$ cat config.mk
export PLATFORM = sky130hd
export DESIGN_NAME = ps2_key_tracker
export DESIGN_NICKNAME = d
export VERILOG_FILES = /design/src/rtl/ps2_key_tracker_pkg.sv /design/src/rtl/ps2_seq_timer.sv /design/src/rtl/ps2_key_tracker.sv
export SDC_FILE = /design/constraint.sdc
export NUM_CORES = 1
export LEC_CHECK = 0
export CORE_ASPECT_RATIO = 1.1
export CORE_MARGIN = 2
export CORE_UTILIZATION = 30
export DETAILED_ROUTE_END_ITERATION = 10
export HOLD_SLACK_MARGIN = 0.15
export PLACE_DENSITY_LB_ADDON = 0.2
export SYNTH_ARGS = -nofsm -noshare
export SYNTH_HDL_FRONTEND = slang
export SYNTH_HIERARCHICAL = 1
export SYNTH_SLANG_ARGS = --single-unit
$ cat constraint.sdc
create_clock -name clk -period 5.8 [get_ports clk]
set_input_delay 1.16 -clock clk [delete_from_list [all_inputs] [get_ports clk]]
set_output_delay 1.16 -clock clk [all_outputs]
set_load 0.02 [all_outputs]
$ cat src/rtl/ps2_key_tracker_pkg.sv
// Shared PS/2 keyboard constants, decoder state encoding and game key codes.
// Imported by the key tracker and anything that consumes its key_down bitmap.
package ps2_pkg;

  localparam logic [7:0] PS2_EXT   = 8'hE0;
  localparam logic [7:0] PS2_BRK   = 8'hF0;
  localparam logic [7:0] PS2_PAUSE = 8'hE1;

  // Keyboard-to-host replies that never carry key information
  localparam logic [7:0] PS2_ACK      = 8'hFA;
  localparam logic [7:0] PS2_BAT_OK   = 8'hAA;
  localparam logic [7:0] PS2_ECHO     = 8'hEE;
  localparam logic [7:0] PS2_BAT_FAIL = 8'hFC;
  localparam logic [7:0] PS2_RESEND   = 8'hFE;
  localparam logic [7:0] PS2_ERR_00   = 8'h00;
  localparam logic [7:0] PS2_ERR_FF   = 8'hFF;

  localparam logic [8:0] KEY_W     = 9'h01D;
  localparam logic [8:0] KEY_A     = 9'h01C;
  localparam logic [8:0] KEY_S     = 9'h01B;
  localparam logic [8:0] KEY_D     = 9'h023;
  localparam logic [8:0] KEY_UP    = 9'h175;
  localparam logic [8:0] KEY_DOWN  = 9'h172;
  localparam logic [8:0] KEY_LEFT  = 9'h16B;
  localparam logic [8:0] KEY_RIGHT = 9'h174;

  typedef enum logic [2:0] {
    ST_IDLE,
    ST_EXT,
    ST_BRK,
    ST_EXT_BRK,
    ST_SKIP
  } ps2_state_t;

  typedef struct packed {
    logic       vld;
    logic       brk;
    logic [8:0] code;
  } key_evt_t;

  function automatic logic is_reply(input logic [7:0] b);
    return (b == PS2_ACK) || (b == PS2_BAT_OK) || (b == PS2_ECHO) ||
           (b == PS2_BAT_FAIL) || (b == PS2_RESEND) ||
           (b == PS2_ERR_00) || (b == PS2_ERR_FF);
  endfunction

endpackage

$ cat src/rtl/ps2_seq_timer.sv
// Idle-cycle counter for an unfinished scan-code sequence; pulses expire on the
// cycle the count reaches TIMEOUT_CYC so the decoder can drop the sequence.
module ps2_seq_timer #(
  parameter int unsigned TIMEOUT_CYC = 2000000
) (
  input  logic clk,
  input  logic rst,
  input  logic clear,
  input  logic en,
  output logic expire
);

  localparam int CW = (TIMEOUT_CYC > 1) ? $clog2(TIMEOUT_CYC) : 1;

  logic [CW-1:0] cnt;

  assign expire = en && (cnt == CW'(TIMEOUT_CYC - 1));

  always_ff @(posedge clk) begin
    if (rst || clear || expire) begin
      cnt <= '0;
    end else if (en) begin
      cnt <= cnt + 1'b1;
    end
  end

endmodule

$ cat src/rtl/ps2_key_tracker.sv
// Decodes PS/2 set-2 bytes (E0 / F0 / E1 prefixes) into a held-key bitmap and a
// registered one-cycle change event, one cycle after the completing byte.
module ps2_key_tracker
  import ps2_pkg::*;
#(
  parameter int unsigned KEY_BITS    = 512,
  parameter int unsigned TIMEOUT_CYC = 2000000,
  parameter int unsigned PAUSE_SKIP  = 7
) (
  input  logic                clk,
  input  logic                rst,
  input  logic [7:0]          rx_data,
  input  logic                rx_valid,
  input  logic                rx_err,
  input  logic                clear_keys,
  output logic [KEY_BITS-1:0] key_down,
  output logic [8:0]          last_change,
  output logic                been_ready,
  output logic                key_break
);

  localparam int SKW = (PAUSE_SKIP > 1) ? $clog2(PAUSE_SKIP) : 1;

  ps2_state_t     state, state_nxt;
  logic [SKW-1:0] skip_cnt, skip_nxt;
  key_evt_t       evt;
  logic           tmo_clear, tmo_en, tmo_expire;
  logic [KEY_BITS-1:0] key_nxt;

  // The timer only runs while a sequence is open and the line is quiet
  assign tmo_clear = rx_valid || rx_err || (state == ST_IDLE);
  assign tmo_en    = !tmo_clear;

  ps2_seq_timer #(
    .TIMEOUT_CYC(TIMEOUT_CYC)
  ) u_timer (
    .clk   (clk),
    .rst   (rst),
    .clear (tmo_clear),
    .en    (tmo_en),
    .expire(tmo_expire)
  );

  always_ff @(posedge clk) begin
    if (rst) begin
      state    <= ST_IDLE;
      skip_cnt <= '0;
    end else begin
      state    <= state_nxt;
      skip_cnt <= skip_nxt;
    end
  end

  always_comb begin
    state_nxt = state;
    skip_nxt  = skip_cnt;
    evt       = '0;
    if (rx_err) begin
      state_nxt = ST_IDLE;
    end else if (rx_valid) begin
      unique case (state)
        ST_IDLE: begin
          if (rx_data == PS2_EXT) begin
            state_nxt = ST_EXT;
          end else if (rx_data == PS2_BRK) begin
            state_nxt = ST_BRK;
          end else if (rx_data == PS2_PAUSE) begin
            state_nxt = ST_SKIP;
            skip_nxt  = '0;
          end else if (!is_reply(rx_data)) begin
            evt = '{vld: 1'b1, brk: 1'b0, code: {1'b0, rx_data}};
          end
        end
        ST_EXT: begin
          if (rx_data == PS2_BRK) begin
            state_nxt = ST_EXT_BRK;
          end else if (rx_data != PS2_EXT) begin
            evt       = '{vld: 1'b1, brk: 1'b0, code: {1'b1, rx_data}};
            state_nxt = ST_IDLE;
          end
        end
        ST_BRK: begin
          if (rx_data != PS2_BRK) begin
            evt       = '{vld: 1'b1, brk: 1'b1, code: {1'b0, rx_data}};
            state_nxt = ST_IDLE;
          end
        end
        ST_EXT_BRK: begin
          evt       = '{vld: 1'b1, brk: 1'b1, code: {1'b1, rx_data}};
          state_nxt = ST_IDLE;
        end
        ST_SKIP: begin
          if (skip_cnt == SKW'(PAUSE_SKIP - 1)) begin
            state_nxt = ST_IDLE;
          end else begin
            skip_nxt = skip_cnt + 1'b1;
          end
        end
        default: state_nxt = ST_IDLE;
      endcase
    end else if (tmo_expire) begin
      state_nxt = ST_IDLE;
    end
  end

  // A clear and a completing make in the same cycle: clear first, then the make lands
  always_comb begin
    key_nxt = clear_keys ? '0 : key_down;
    if (evt.vld && (32'(evt.code) < KEY_BITS)) begin
      key_nxt[evt.code] = !evt.brk;
    end
  end

  always_ff @(posedge clk) begin
    if (rst) begin
      key_down    <= '0;
      last_change <= '0;
      been_ready  <= 1'b0;
      key_break   <= 1'b0;
    end else begin
      key_down   <= key_nxt;
      been_ready <= evt.vld;
      if (evt.vld) begin
        last_change <= evt.code;
        key_break   <= evt.brk;
      end
    end
  end

endmodule

==> key figures <==
Finish
  – Antenna diodes: 0
  – Layout net count: between 2000 and 3000
  – Layout cell share with drive strength beyond 1: roughly 8%
  – Commonest cells after routing, fill and taps aside: 550 x dfxtp_1, 535 x clkdlybuf4s50_1, 382 x nand2_1
  – Design Area, Final: just over 30000 um2
  – Most common cell after layout, fill and taps aside: dfxtp_1
  – Area grow syn2layout: 37.2%

Clock tree
  – CTS sink count: 550
  – Clk_lat worst skew: ~620 ps
  – TritonCTS clock tree: done
  – Reg clk slew, reported paths: about 60 ps
  – Setup Buffers After CTS: 0
  – Htree depth: 2
  – Resized Gates After CTS: 0
  – CTS Buf Count: between 60 and 70
  – Hold buffers post-CTS: 0
  – Clock Tree Root: clkbuf_16
  – CTS Buffer Depth: 3

Place
  – IO Port Bufs: ~540
  – Routability congestion estimate: between 0.8 and 0.9
  – Cell Area, Placed: 28800 um2
  – Final HPWL DP: ~66000 um

Drt
  – DRC Markers: 0
  – WL final: ~94000 um
  – TritonRoute pass-1 iters: 5
  – Antenna Nets Post-Route: 0
  – Via count: 21200
  – First-iteration detailed-routing DRC count: 1691
  – Routed len/inst: approximately 24 um
  – Vias per cell: roughly 5.4

Pwr
  – Comb power frac: under 10%
  – Cell-internal power: 6350 uW
  – Clock power share: around 50%
  – Max VDD drop: roughly 0.23 mV
  – Seq pwr share: 45.8%
  – Leak Pwr: approximately 0.011 uW
  – P_sw: between 1500 and 2000 uW
  – Switching share of total power: between 20 and 25%
  – P per Cell Area: about 270 nW/um2

Synth
  – Post-Synthesis Cell Area: 22600 um2
  – Synthesized net count: between 2000 and 2500
  – Synth cell types: between 70 and 80
  – Synth Instances: between 2000 and 2500
  – Async set-or-reset flop fraction in the synthesized netlist: 0%
  – Avg Cell Area, Syn: between 9 and 10 um2
  – Most used flip-flop cell after synthesis: dfxtp_1
  – YS warnings: 6
  – Post-synth EDFFs: 0
  – Synth Register Bits: 550
  – Post-synthesis sequential area ratio: around half

Timing
  – Final Hold Viols: 0
  – Period utilization: approximately three quarters
  – Final Skew: slightly above 20 ps
  – Worst slew margin: 21.6%
  – Fmax: about 230 MHz
  – Slew Viols, Final: 0
  – Setup TNS: 0 ps
  – Final setup viols: 0
  – Minimum clock period: around 4400 ps
  – RSZ-0062 raised after global routing: no
  – Pin slew with the least headroom to its limit: approximately 1200 ps

Critical path
  – Worst setup path class: in -> reg
  – Startpoint Class: input pin
  – Crit path DAT: roughly 4900 ps
  – Worst Path Required: around 6300 ps
  – Worst R2R Start: state[2]$_SDFFE_PP0P_
  – Critical Path Sink Type: flop
  – Critical Path Source: rx_data[2]
  – CP max FO: 15

Floorplan
  – Chip height: between 200 and 300 um
  – Core area: approximately 75000 um2
  – Die X: 266 um
  – Core Rows: about 110
  – Ports: between 500 and 600
  – Initial Utilization: a little under a third
  – Die area: slightly below 80000 um2

Min path
  – Hold/Removal Path Class: reg -> reg
  – Hold path start: key_down[480]$_SDFF_PP0_

GRT
  – First-pass GRT wire length: ~140000 um
  – Largest net degree at the start of global routing: between 100 and 150
  – GR Util All Layers: 23.2%
  – Remaining Overflow, GRT: 0
  – Vias in the first global route: about 20000
  – Antenna violations before repair: 0

Run status
  – Status: completed

Flow run
  – Max-Cap Viols: 0
## per-stage QoR
step	worst slack, ps	hold WS [ps]	utilization [%]	instances	power (uW)
after floorplan	2190	451	-	2474	4080
after global placement	854	422	38.6	3788	4210
after detailed placement	785	426	38.6	3788	4210
after CTS	1430	436	41.5	3902	8360
after global routing	1190	460	41.5	3902	8530
final	1380	436	41.5	3902	8270
## cells in the mapped netlist (6+ instances only)
| cell | number | area (um2) |
|---|---|---|
| buf_2 | 79 | 395 |
| dfxtp_1 | 550 | 11000 |
| nor4_1 | 8 | 50.1 |
| o31ai_1 | 210 | 1580 |
| nand4_1 | 15 | 93.8 |
| nor2b_1 | 9 | 56.3 |
| clkbuf_1 | 156 | 586 |
| buf_4 | 6 | 45.0 |
| nand2_1 | 383 | 1440 |
| o21ai_0 | 101 | 505 |
| a21oi_1 | 28 | 140 |
| o41ai_1 | 60 | 526 |
| o211ai_1 | 209 | 1570 |
| xor2_1 | 8 | 70.1 |
| mux2i_1 | 139 | 1390 |
| nor2_1 | 92 | 345 |
| buf_1 | 12 | 45.0 |
| a31oi_1 | 6 | 37.5 |
| nor3_1 | 14 | 70.1 |
| or4_1 | 8 | 60.1 |
| nand3_1 | 201 | 1010 |
| o311ai_0 | 57 | 499 |
| or3_1 | 6 | 37.5 |
| and2_1 | 6 | 37.5 |
| o21ai_1 | 9 | 45.0 |
| and3_1 | 8 | 50.1 |
| xnor2_1 | 7 | 61.3 |
## final timing paths
kind | to | slack (ps) | cells past startpoint
max | key_down[264]$_SDFF_PP0_ | 1380 | 9
min | key_down[480]$_SDFF_PP0_ | 440 | 2
min reg2reg | key_down[480]$_SDFF_PP0_ | 440 | 2
max reg2reg | key_down[88]$_SDFF_PP0_ | 2200 | 7
## layout make-up
| class | instances | area (um2) |
|---|---|---|
| fillers | 7318 | 43600 |
| inverters | 4 | 15.0 |
| well taps | 963 | 1200 |
| multi-input cells | 1664 | 10600 |
| clock buffers | 87 | 1800 |
| flip-flops and latches | 550 | 11000 |
| repair buffers | 607 | 5980 |
| clock inverters | 27 | 360 |
## power groups by stage
stage / registers, uW / clock network (uW) / logic [uW]
floorplan: 3870 / 0 / 204
global placement: 3870 / 0 / 341
CTS: 3780 / 4230 / 345
finish: 3780 / 4140 / 345
global route: 3780 / 4380 / 367
detailed placement: 3870 / 0 / 345
## cells by family (layout without fill, tap and decap cells)
group,after synthesis,in the layout,share of synthesized area (%)
AO/OA/AOI/OAI,713,713,23.2
AND/OR/NAND/NOR,794,794,16.3
flip-flops,550,550,48.7
buffers and inverters,260,725,4.96
adder cells (fa/ha/maj),3,3,0.166
multiplexers,139,139,6.16
XOR/XNOR,15,15,0.581
## worst max-delay path, cell delays in order
cell and delay (ps):
clkdlybuf4s50_1 870, nand2_2 290, or4_4 620, and4_1 440, o21ai_4 500, buf_4 370
and2_1 320, nand3_1 140, mux2i_1 160
## flip-flops by register name (all words and copies together) (netlist names)
name / count
key_break: 1
skip_cnt: 3
u_timer/cnt: 21
key_down: 512
been_ready: 1
state: 3
last_change: 9
## per-layer routing
metal	track usage, %	vias up	part of all wire (%)
met3	6.02	134	7.5
met4	7.54	0	3.2
met5	0	-	0
li1	-	10100	-
met1	29.0	10300	42
met2	39.0	726	48
Power figures use the tool's default switching activity.
